$ cat src/rtl/uart_rx.sv
// uart_rx: oversampled UART receiver feeding a valid/ready holding register.
// Define UART_RX_MAJORITY_EN for a 2-of-3 vote around each mid-bit tick.
module uart_rx #(
  parameter int OVERSAMPLE  = 16,
  parameter int SYNC_STAGES = 2
) (
  input  logic       clk,
  input  logic       rst_n,
  input  logic       enable,
  input  logic       rx_enable,
  input  logic       parity_enable,
  input  logic       parity_odd,
  input  logic       data_len_7bit,
  input  logic       stop_2,
  input  logic       sample_tick,
  input  logic       rxd,
  output logic [7:0] data_out,
  output logic       data_valid,
  input  logic       data_ready,
  output logic       parity_err,
  output logic       frame_err,
  output logic       overrun_err,
  output logic       busy
);

  // state  | meaning
  // IDLE   | line idle, waiting for a low rxs
  // START  | qualifying the start bit at its mid point
  // DATA   | shifting data bits in, LSB first
  // PARITY | checking the parity bit
  // STOP1  | first stop bit; commits unless two stop bits are expected
  // STOP2  | second stop bit, then commit
  typedef enum logic [2:0] {
    S_IDLE, S_START, S_DATA, S_PARITY, S_STOP1, S_STOP2
  } state_t;

  localparam int CW = $clog2(OVERSAMPLE);

  state_t                 r_state;
  logic [SYNC_STAGES-1:0] r_sync;
  logic [CW-1:0]          r_tick;
  logic [2:0]             r_bit;
  logic [7:0]             r_shift;
  logic                   r_par_acc;
  logic                   r_pe_acc;
  logic                   r_fe_acc;
  logic [7:0]             r_data;
  logic                   r_valid;
  logic                   r_perr;
  logic                   r_ferr;
  logic                   r_overrun;

  logic                   w_rxs;
  logic                   w_bit;
  logic [CW-1:0]          w_dec_cnt;
  logic                   w_at_dec;
  logic [2:0]             w_last_bit;
  logic                   w_fe_now;
  logic [7:0]             w_char;
  logic                   w_can_load;

  assign w_rxs = r_sync[SYNC_STAGES-1];

`ifdef UART_RX_MAJORITY_EN
  // Decision lands on the tick after mid-bit so all three samples exist.
  localparam logic [CW-1:0] START_DEC = CW'(OVERSAMPLE/2);
  localparam logic [CW-1:0] BIT_DEC   = CW'(OVERSAMPLE-1);
  logic [1:0] r_vote;

  assign w_dec_cnt = (r_state == S_START) ? START_DEC : BIT_DEC;
  assign w_bit = (r_vote[0] & r_vote[1]) | (r_vote[0] & w_rxs) | (r_vote[1] & w_rxs);

  always_ff @(posedge clk) begin
    if (!rst_n) begin
      r_vote <= 2'b11;
    end else if (sample_tick) begin
      if (r_tick == w_dec_cnt - CW'(2)) r_vote[0] <= w_rxs;
      if (r_tick == w_dec_cnt - CW'(1)) r_vote[1] <= w_rxs;
    end
  end
`else
  localparam logic [CW-1:0] START_MID = CW'(OVERSAMPLE/2 - 1);
  localparam logic [CW-1:0] BIT_MID   = CW'(OVERSAMPLE - 1);

  assign w_dec_cnt = (r_state == S_START) ? START_MID : BIT_MID;
  assign w_bit     = w_rxs;
`endif

  assign w_at_dec   = sample_tick && (r_tick == w_dec_cnt);
  assign w_last_bit = data_len_7bit ? 3'd6 : 3'd7;
  assign w_fe_now   = r_fe_acc | ~w_bit;
  assign w_char     = data_len_7bit ? {1'b0, r_shift[7:1]} : r_shift;
  assign w_can_load = !r_valid || data_ready;

  always_ff @(posedge clk) begin
    if (!rst_n) begin
      r_sync <= '1;
    end else begin
      r_sync <= {r_sync[SYNC_STAGES-2:0], rxd};
    end
  end

  always_ff @(posedge clk) begin
    if (!rst_n) begin
      r_state   <= S_IDLE;
      r_tick    <= '0;
      r_bit     <= '0;
      r_shift   <= '0;
      r_par_acc <= 1'b0;
      r_pe_acc  <= 1'b0;
      r_fe_acc  <= 1'b0;
      r_data    <= '0;
      r_valid   <= 1'b0;
      r_perr    <= 1'b0;
      r_ferr    <= 1'b0;
      r_overrun <= 1'b0;
    end else begin
      r_overrun <= 1'b0;
      if (r_valid && data_ready) begin
        r_valid <= 1'b0;
        r_perr  <= 1'b0;
        r_ferr  <= 1'b0;
      end
      if (!enable || !rx_enable) begin
        r_state <= S_IDLE;
        r_tick  <= '0;
        r_bit   <= '0;
        r_valid <= 1'b0;
        r_perr  <= 1'b0;
        r_ferr  <= 1'b0;
      end else begin
        if (sample_tick && r_state != S_IDLE)
          r_tick <= w_at_dec ? '0 : r_tick + 1'b1;
        case (r_state)
          S_IDLE: begin
            if (!w_rxs) begin
              r_tick  <= '0;
              r_state <= S_START;
            end
          end
          S_START: begin
            if (w_at_dec) begin
              if (!w_bit) begin
                r_state   <= S_DATA;
                r_bit     <= '0;
                r_shift   <= '0;
                r_par_acc <= 1'b0;
                r_pe_acc  <= 1'b0;
                r_fe_acc  <= 1'b0;
              end else begin
                r_state <= S_IDLE;
              end
            end
          end
          S_DATA: begin
            if (w_at_dec) begin
              r_shift   <= {w_bit, r_shift[7:1]};
              r_par_acc <= r_par_acc ^ w_bit;
              r_bit     <= r_bit + 1'b1;
              if (r_bit == w_last_bit)
                r_state <= parity_enable ? S_PARITY : S_STOP1;
            end
          end
          S_PARITY: begin
            if (w_at_dec) begin
              r_pe_acc <= r_par_acc ^ w_bit ^ parity_odd;
              r_state  <= S_STOP1;
            end
          end
          S_STOP1, S_STOP2: begin
            if (w_at_dec) begin
              if (r_state == S_STOP1 && stop_2) begin
                r_fe_acc <= w_fe_now;
                r_state  <= S_STOP2;
              end else begin
                r_state <= S_IDLE;
                if (w_can_load) begin
                  r_data  <= w_char;
                  r_perr  <= r_pe_acc;
                  r_ferr  <= w_fe_now;
                  r_valid <= 1'b1;
                end else begin
                  r_overrun <= 1'b1;
                end
              end
            end
          end
          default: r_state <= S_IDLE;
        endcase
      end
    end
  end

  assign data_out    = r_data;
  assign data_valid  = r_valid;
  assign parity_err  = r_perr;
  assign frame_err   = r_ferr;
  assign overrun_err = r_overrun;
  assign busy        = (r_state != S_IDLE);

endmodule

$ cat config.mk
export PLATFORM = sky130hd
export DESIGN_NAME = uart_rx
export DESIGN_NICKNAME = d
export VERILOG_FILES = /design/src/rtl/uart_rx.sv
export SDC_FILE = /design/constraint.sdc
export NUM_CORES = 1
export LEC_CHECK = 0
export ABC_AREA = 1
export BUFFER_PORTS_ARGS = -buffer_cell sky130_fd_sc_hd__buf_2
export CORE_UTILIZATION = 41
export CTS_CLUSTER_DIAMETER = 40
export CTS_CLUSTER_SIZE = 30
export DETAILED_ROUTE_END_ITERATION = 7
export SYNTH_ARGS = -nofsm -noshare
export SYNTH_HDL_FRONTEND = slang
export SYNTH_SLANG_ARGS = --single-unit
$ cat constraint.sdc
create_clock -name clk -period 1.7 [get_ports clk]
set_clock_uncertainty 0.05 [all_clocks]
set_input_delay 0.34 -clock clk [delete_from_list [all_inputs] [get_ports clk]]
set_output_delay 0.34 -clock clk [all_outputs]
set_load 0.1 [all_outputs]
# After elaboration in Yosys (flattened, before gate mapping)
# Cells that the tools add are included.
# word_totals
ff_bits	35
out_inout_bits	13
# classes
add_sub_neg	2
eq_ne	15
muxes	50
n_bitwise	9
n_reduce_logical	23
# ops
cell	n
$mux W3	11
$mux W8	4
$mux W1	23
$mux W4	5
$ne A2 B2 Y1 const B	8
$pmux W8 S2	1
$pmux W3 S5	1
$reduce_and A5 Y1	3
$reduce_and A6 Y1	2
$eq A3 B2 Y1 const B	2
$eq A3 B3 Y1 const B	2
$not A1 Y1	6
$pmux W1 S2	3
$pmux W3 S2	1
$reduce_bool A2 Y1	3
$reduce_or A5 Y1	1
$add A4 B1 Y4 const B	1
$eq A4 B4 Y1	1
$logic_and A1 B1 Y1	4
$reduce_and A4 Y1	1
$reduce_or A2 Y1	2
$add A3 B1 Y3 const B	1
$eq A3 B1 Y1 const B	1
$eq A3 B3 Y1	1
7 further kinds	11

# Logic depth before layout (Yosys ltp)
# Gate-level depths: netlist of run 1.
# depth
word_depth	8
mapped_depth	10
depth_no_buf	10

# Worst setup path after synthesis of run 1
# OpenSTA, ideal clock, no wires.
# synth_path
kind	register to register
from	reg r_state[1]
to	reg r_tick[3]
t_arrival_ns	1.847
setup_slack_ns	-0.316
path_stages_with_launch	8
path_cell_list	dfxtp_1 nor2_1 nand2_1 nand2_1 inv_2 nand4_1 xor2_1 nor2_1
# synth_lines
element	line	rtl
start: declaration	39	state_t r_state;
start signal: assignment	161	r_state <= parity_enable ? S_PARITY : S_STOP1;
$reduce_bool A3 Y1 (*)	-	
via busy	23	output logic busy
$logic_and A1 B1 Y1 (*)	132	if (sample_tick && r_state != S_IDLE)
$mux W4 (*)	132	
$mux W4	136	if (!w_rxs) begin
$mux W4 (*)	134	case (r_state)
end signal: assignment	133	r_tick <= w_at_dec ? '0 : r_tick + 1'b1;
end: declaration	41	logic [CW-1:0] r_tick;
# Mark *: on every way through the listed nets, which the timed path passes. The rest lies on a longest branch.
# A chain may end at the register's enable or synchronous reset.

# Worst setup path in the final report of run 1
# layout_path
from	reg r_state[0]
to	out busy
# layout_between
elab_chain_len	1
# layout_lines
element	line	rtl
$reduce_bool A3 Y1	199	assign busy = (r_state != S_IDLE);
end: declaration	23	
# Every way passes these cells.

==> summary.md, run 1 <==
| Metric | Value |
|---|---|
| Flop2flop setup slack | `0.14 ns` |
| Sequential area share after synthesis | `36.9%` |
| Synth cell types | `27` |
| DRT Wirelength | `4050 microns` |
| Post-CTS Setup Bufs | `0` |
| PwrDens | `711 nW/um^2` |
| Die width | `70.0 microns` |
| Max clock buf depth | `2` |
| Detailed-route DRC error count | `0` |
| Final Util | `50.7%` |
| GPL Wtd Cong | `0.813` |
| Final Cell Area | `2240 sq um` |
| Detailed-route via count | `1789` |
| Final setup margin | `0.0965 ns` |
| # fillers | `459` |
| Detail Placement HPWL | `2880 microns` |
| Status | `completed` |
| Drt pass-1 iters | `4` |
| CORE AREA | `4410 sq um` |
| Clk sink count | `35` |
| Clock latency on the worst-skew pair | `0.28 ns` |
| GRT met1 Usage | `24.3%` |
| WP data arrival | `1.21 ns` |
| Register-to-Register Path Depth | `9` |
| WL/cell | `10.6 microns` |
| First-pass GRT wire length | `6670 microns` |
| Max IR drop VDD | `0.000317 V` |
| Count of final hold-check violations | `0` |
| Area growth, synth to finish | `17.9%` |
| H-tree levels | `2` |
| Gr ovfl total | `0` |
| Synthesis warning total | `0` |
| Initial antenna violation count | `0` |
| Fmax | `624 MHz` |
| Commonest non-fill, non-tap cells in the layout | `86 x nand2_1, 46 x nor2_1, 41 x inv_1, 32 x dfxtp_1, 22 x buf_2` |
| RSZ-0062 raised after global routing | `yes` |
| Crit Path Class | `register to primary output` |
| Adder-Cell Fraction of Synth Area | `1.32%` |
| Root Buffer | `clkbuf_8` |
| Area of the die | `4900 sq um` |
| Detail Route Antenna Nets | `0` |
| CP startpoint | `r_state[0]$_SDFFE_PP0P_` |
| Slowest CP cell | `dfxtp_1` |
| Number of global-route vias before repair | `1470` |
| Placed Cells | `373` |
| Initial Util | `43.0%` |
| Most common cell after layout, fill and taps aside | `nand2_1` |
| Leakage | `1.05 nW` |
| # IOs | `24` |
| Vert. Die Dim | `70.0 microns` |
| Post-synthesis mux area share | `0%` |
| Dpl ws | `0.104 ns` |
| IO Port Bufs | `23` |
| Seq cells post-synth | `35` |
| Diode count | `0` |
| Largest net degree at the start of global routing | `22` |
| Post-route insts no fill | `382` |
| Final hold slack | `0.169 ns` |
| CTS tree | `yes` |
| Reg2Reg Capture Point | `data_out[3]$_SDFFE_PN0P_` |
| # hold bufs at CTS | `0` |
| # rows | `24` |
| Gate Count Post-Synth | `297` |
| Global Route Usage Sum | `17.3%` |
| FF-to-FF Start | `r_tick[0]$_SDFF_PP0_` |
| Tcrit/Tclk final | `94.3%` |
| Via-to-Cell Ratio | `4.68` |
| Clk slew on worst S/H paths | `0.07 ns` |
| Worst path cell trace | `nor2_1 -> nand2_2 -> buf_12` |
| Tmin final | `1.60 ns` |
| Syn nets | `310` |
| CP Launch Type | `register` |
| Synth Area in Compound Gates | `6.73%` |
| 1st-iter DRT viols | `121` |
| Simple-gate portion of the synthesized area | `40.6%` |
| Max-slew violations | `0` |
| Final setup vio count | `0` |
| Hold WC Path Type | `input port to register` |
| Worst EP required | `1.31 ns` |
| Dpl cell area | `2110 sq um` |
| Crit path to | `busy` |
| Average cell area after synthesis | `6.39 sq um` |
| Slew HR | `67.9%` |
| Synth Cell Area | `1900 sq um` |
| Critical Path Fanout Max | `6` |
| Fraction of layout cells with a size suffix above 1 | `21.2%` |
| GR Util met2 | `25.9%` |
| CP max stage delay | `0.38 ns` |
| Most Crowded Layer GR | `met2` |
| CTS Buf Count | `5` |
| Largest family of logic cells by synthesized area | `simple AND/OR/NAND/NOR gates` |
| Nets | `342` |
| Worst setup EP type | `primary output` |
| Synth Area in XOR/XNOR | `2.31%` |
| Met3 usage | `3.03%` |
| Max_cap viols | `0` |
| Measured slew at the worst slew-check pin | `0.485 ns` |
==> critical path: cells and delay by family (launching register included) <==
kind	cells	cell delay (ns)
flops	1	0.38
buf+inv	1	0.20
simple gates	2	0.35
==> per-stage QoR <==
stage | setup TNS [ns] | total power, mW
after detailed placement | 0 | 0.938
after floorplan | 0 | 0.901
after CTS | 0 | 1.61
after global routing | -0.00762 | 1.65
final | 0 | 1.59
after global placement | 0 | 0.937
==> Yosys cell counts <==
cell,number,area [sq um]
a21oi_1,7,35.0
a22oi_1,1,7.51
buf_1,1,3.75
buf_2,3,15.0
buf_6,2,22.5
clkbuf_1,1,3.75
dfxtp_1,35,701
ha_1,2,25.0
inv_1,41,154
inv_2,8,30.0
nand2_1,87,327
nand2_2,6,37.5
nand3_1,15,75.1
nand3_2,3,30.0
nand3_4,1,17.5
nand3b_1,2,15.0
nand4_1,4,25.0
nor2_1,48,180
nor2_2,2,12.5
nor2_4,2,22.5
nor3_1,2,10.0
o211ai_1,1,7.51
o21ai_0,14,70.1
o21bai_1,1,7.51
or2_2,3,18.8
xnor2_1,1,8.76
xor2_1,4,35.0
==> per-layer routing <==
metal	wire length, microns	vias up
li1	-	969
met1	2150	776
met2	1690	39
met3	150	5
met4	55	0
met5	0	-
==> cell type report <==
cell class              instances  area [sq um]  share of cell area (%)
multi-input cells             207           992                    44.4
inverters                      49           184                    8.23
repair buffers                 31           190                    8.51
clock buffers                   8           100                    4.48
well taps                      52          65.1                    2.91
flip-flops and latches         35           704                    31.5
==> report_power, final <==
part           switching (mW)  internal (mW)
logic                  0.0611         0.0323
clock network           0.299          0.370
registers             0.00408          0.823
==> registers in the layout (all words and copies together) (netlist names), 2 cells and up <==
signal / flops
data_out: 8
r_shift: 8
r_tick: 4
r_bit: 3
r_state: 3
r_sync: 2
==> how the worst min path moves through the flow <==
stage / slack [ns] / end / from / cells after the start
after global placement: 0.33 / r_sync[1]$_SDFF_PN1_ / r_sync[0]$_SDFF_PN1_ / 2
final: 0.17 / r_sync[0]$_SDFF_PN1_ / rxd / 3
after CTS: 0.16 / r_sync[0]$_SDFF_PN1_ / rxd / 3
after global routing: 0.17 / r_sync[0]$_SDFF_PN1_ / rxd / 3
after detailed placement: 0.34 / r_sync[1]$_SDFF_PN1_ / r_sync[0]$_SDFF_PN1_ / 2
after floorplan: 0.33 / r_sync[1]$_SDFF_PN1_ / r_sync[0]$_SDFF_PN1_ / 2
==> cells by family (layout without fill, tap and decap cells) <==
kind of cell / after synthesis / after routing
adders and majority gates: 2 / 2
xor gates and xnor gates: 5 / 5
buffers and inverters: 56 / 88
DFF: 35 / 35
AOI/OAI and AO/OA: 24 / 24
and+or+nand+nor: 175 / 176
==> timing repair <==
item                                    in CTS  in global routing
endpoints found under the setup margin       0                  6
hold endpoints to repair                     0                  0
gates resized for setup                      0                  5
No activity file was read; power rests on OpenSTA's default activity.
==> run 2: changes to the inputs <==
- clock period: 1.7 -> 1.35 ns (I/O delays scaled with it)
==> run 2 against run 1 <==
Against the previous run: the flow now finishes with violations (setup timing); count of clock-buffer cells in the layout shrank 2; utilization increased by 14 points; cell count is 6.3% higher; die area unchanged.
==> summary.md, run 2 (synthesized netlist as in run 1, its figures left out) <==
| Metric | Value |
|---|---|
| Detailed-route via count | `1870 (+4.5%)` |
| Max_cap viols | `0 (unchanged)` |
| Crit Path Class | `register to primary output` |
| Critical Path Fanout Max | `4 (-2)` |
| First-pass GRT wire length | `7630 microns (+14%)` |
| Count of final hold-check violations | `0 (unchanged)` |
| Die width | `70.0 microns (unchanged)` |
| Status | `finished, violations left` |
| FF+latch area | `716 sq um (+1.6%)` |
| Vert. Die Dim | `70.0 microns (unchanged)` |
| H-tree levels | `2 (unchanged)` |
| 1st-iter DRT viols | `96 (-21%)` |
| CTS Buf Count | `5 (unchanged)` |
| Area of the die | `4900 sq um (unchanged)` |
| Hold WC Path Type | `input port to register` |
| Worst setup EP type | `primary output` |
| Crit path to | `busy` |
| # rows | `24 (unchanged)` |
| Global Route Usage Sum | `19.4% (+2.1 points)` |
| Root Buffer | `clkbuf_8` |
| Max clock buf depth | `2 (unchanged)` |
| Clk sink count | `35 (unchanged)` |
| Clk slew on worst S/H paths | `0.08 ns (about the same)` |
| # fillers | `382 (-17%)` |
| Drt pass-1 iters | `4 (unchanged)` |
| IO Port Bufs | `23 (unchanged)` |
| Max IR drop VDD | `0.000717 V (+130%)` |
| Via-to-Cell Ratio | `4.61 (-1.7%)` |
| Multi-input logic area | `1170 sq um (+18%)` |
| Number of global-route vias before repair | `1714 (+17%)` |
| Fraction of layout cells with a size suffix above 1 | `36.7% (+16 points)` |
| Fmax | `682 MHz` |
| CTS tree | `yes` |
| # IOs | `24 (unchanged)` |
| Flop2flop setup slack | `-0.12 ns (-0.26 ns)` |
| # hold bufs at CTS | `0 (unchanged)` |
| FF-to-FF Start | `r_tick[1]$_SDFF_PP0_` |
| RSZ-0062 raised after global routing | `yes` |
| CP Launch Type | `register` |
| Worst EP required | `1.03 ns (-0.28 ns)` |
| Clock latency on the worst-skew pair | `0.28 ns (about the same)` |
| CORE AREA | `4410 sq um (unchanged)` |
| Detail Route Antenna Nets | `0 (unchanged)` |
| Leakage | `1.26 nW (+20%)` |
| Reg2Reg Capture Point | `data_out[3]$_SDFFE_PN0P_` |
| Final setup margin | `-0.117 ns (-0.214 ns)` |
| Failing checks | `setup timing` |
| GPL Wtd Cong | `0.885 (+8.8%)` |
| Final hold slack | `0.107 ns (-0.0618 ns)` |
| Tcrit/Tclk final | `109%` |
| Diode count | `0 (unchanged)` |
| CP startpoint | `r_state[1]$_SDFFE_PP0P_` |
| Final Cell Area | `2860 sq um (+28%)` |
| Gr ovfl total | `0 (unchanged)` |
| Initial Util | `43.0% (unchanged)` |
| Final Util | `64.8% (+14 points)` |
| Largest net degree at the start of global routing | `22 (unchanged)` |
| Area growth, synth to finish | `50.7%` |
| Register-to-Register Path Depth | `8 (-1)` |
| Nets | `366 (+7.0%)` |
| WP data arrival | `1.15 ns (-0.06 ns)` |
| Measured slew at the worst slew-check pin | `0.464 ns (-0.0205 ns)` |
| Commonest non-fill, non-tap cells in the layout | `79 x nand2_1, 40 x inv_1, 40 x nor2_1, 27 x dfxtp_1, 21 x buf_4` |
| Dpl cell area | `2560 sq um (+21%)` |
| PwrDens | `762 nW/um^2 (+7.2%)` |
| Slew HR | `68.7% (+0.82 points)` |
| Max-slew violations | `0 (unchanged)` |
| Initial antenna violation count | `0 (unchanged)` |
| DRT Wirelength | `4420 microns (+9.3%)` |
| Final setup vio count | `31 (+31)` |
| Most common cell after layout, fill and taps aside | `nand2_1` |
| Tmin final | `1.47 ns` |
| WL/cell | `10.9 microns (+2.9%)` |
| Detail Placement HPWL | `3090 microns (+7.4%)` |
| Detailed-route DRC error count | `0 (unchanged)` |
run 2: critical path, cell delays in order, from the launching register on:
cell and delay (ns):
dfxtp_4 0.37, buf_6 0.11, nor2_4 0.15, nand2_8 0.07, buf_12 0.16
run 2: stage by stage:
| step | setup WS, ns | instances | power (mW) | setup TNS, ns |
|---|---|---|---|---|
| 2_1_floorplan | -0.0858 | 297 | 1.14 | -1.28 |
| 3_3_place_gp | -0.112 | 393 | 1.20 | -1.75 |
| 3_5_place_dp | -0.152 | 393 | 1.20 | -2.60 |
| 4_1_cts | -0.103 | 405 | 2.19 | -1.99 |
| 5_1_grt | -0.228 | 406 | 2.26 | -5.13 |
| 6_report | -0.117 | 406 | 2.18 | -1.88 |
run 2: worst min path at each step:
stage,start,end,slack (ns),depth (start not counted)
2_1_floorplan,rxd,r_sync[0]$_SDFF_PN1_,0.30,2
3_5_place_dp,r_sync[0]$_SDFF_PN1_,r_sync[1]$_SDFF_PN1_,0.34,2
6_report,rxd,r_sync[0]$_SDFF_PN1_,0.11,3
3_3_place_gp,r_sync[0]$_SDFF_PN1_,r_sync[1]$_SDFF_PN1_,0.33,2
5_1_grt,rxd,r_sync[0]$_SDFF_PN1_,0.13,3
4_1_cts,rxd,r_sync[0]$_SDFF_PN1_,0.10,3
run 2: repair_timing:
item / CTS / global route
endpoints found under the setup margin: 34 / 34
gates resized for setup: 20 / 24
gates cloned: 1 / 0
hold endpoints to repair: 0 / 0
pin swaps: 12 / 12
setup buffers: 3 / 1
run 2: layout make-up:
class                   instances  share of cell area (%)
flip-flops and latches         35                    25.0
well taps                      52                    2.28
multi-input cells             207                    41.0
clock inverters                 2                    1.23
repair buffers                 55                    21.0
clock buffers                   6                    2.89
inverters                      49                    6.61
run 2: metal layers:
metal | part of all wire (%) | vias up | track usage, %
met5 | 0 | - | 0
met2 | 48 | 29 | 31.6
met1 | 49 | 821 | 25.6
met3 | 2.6 | 2 | 4.47
met4 | 0.66 | 0 | 5.33
li1 | - | 1018 | -
run 2: where the power goes:
group          total [mW]  leakage [nW]  switching [mW]  internal, mW
Sequential           1.04         0.287         0.00544          1.03
Combinational       0.156         0.911          0.0933        0.0632
Clock               0.985        0.0612           0.387         0.598
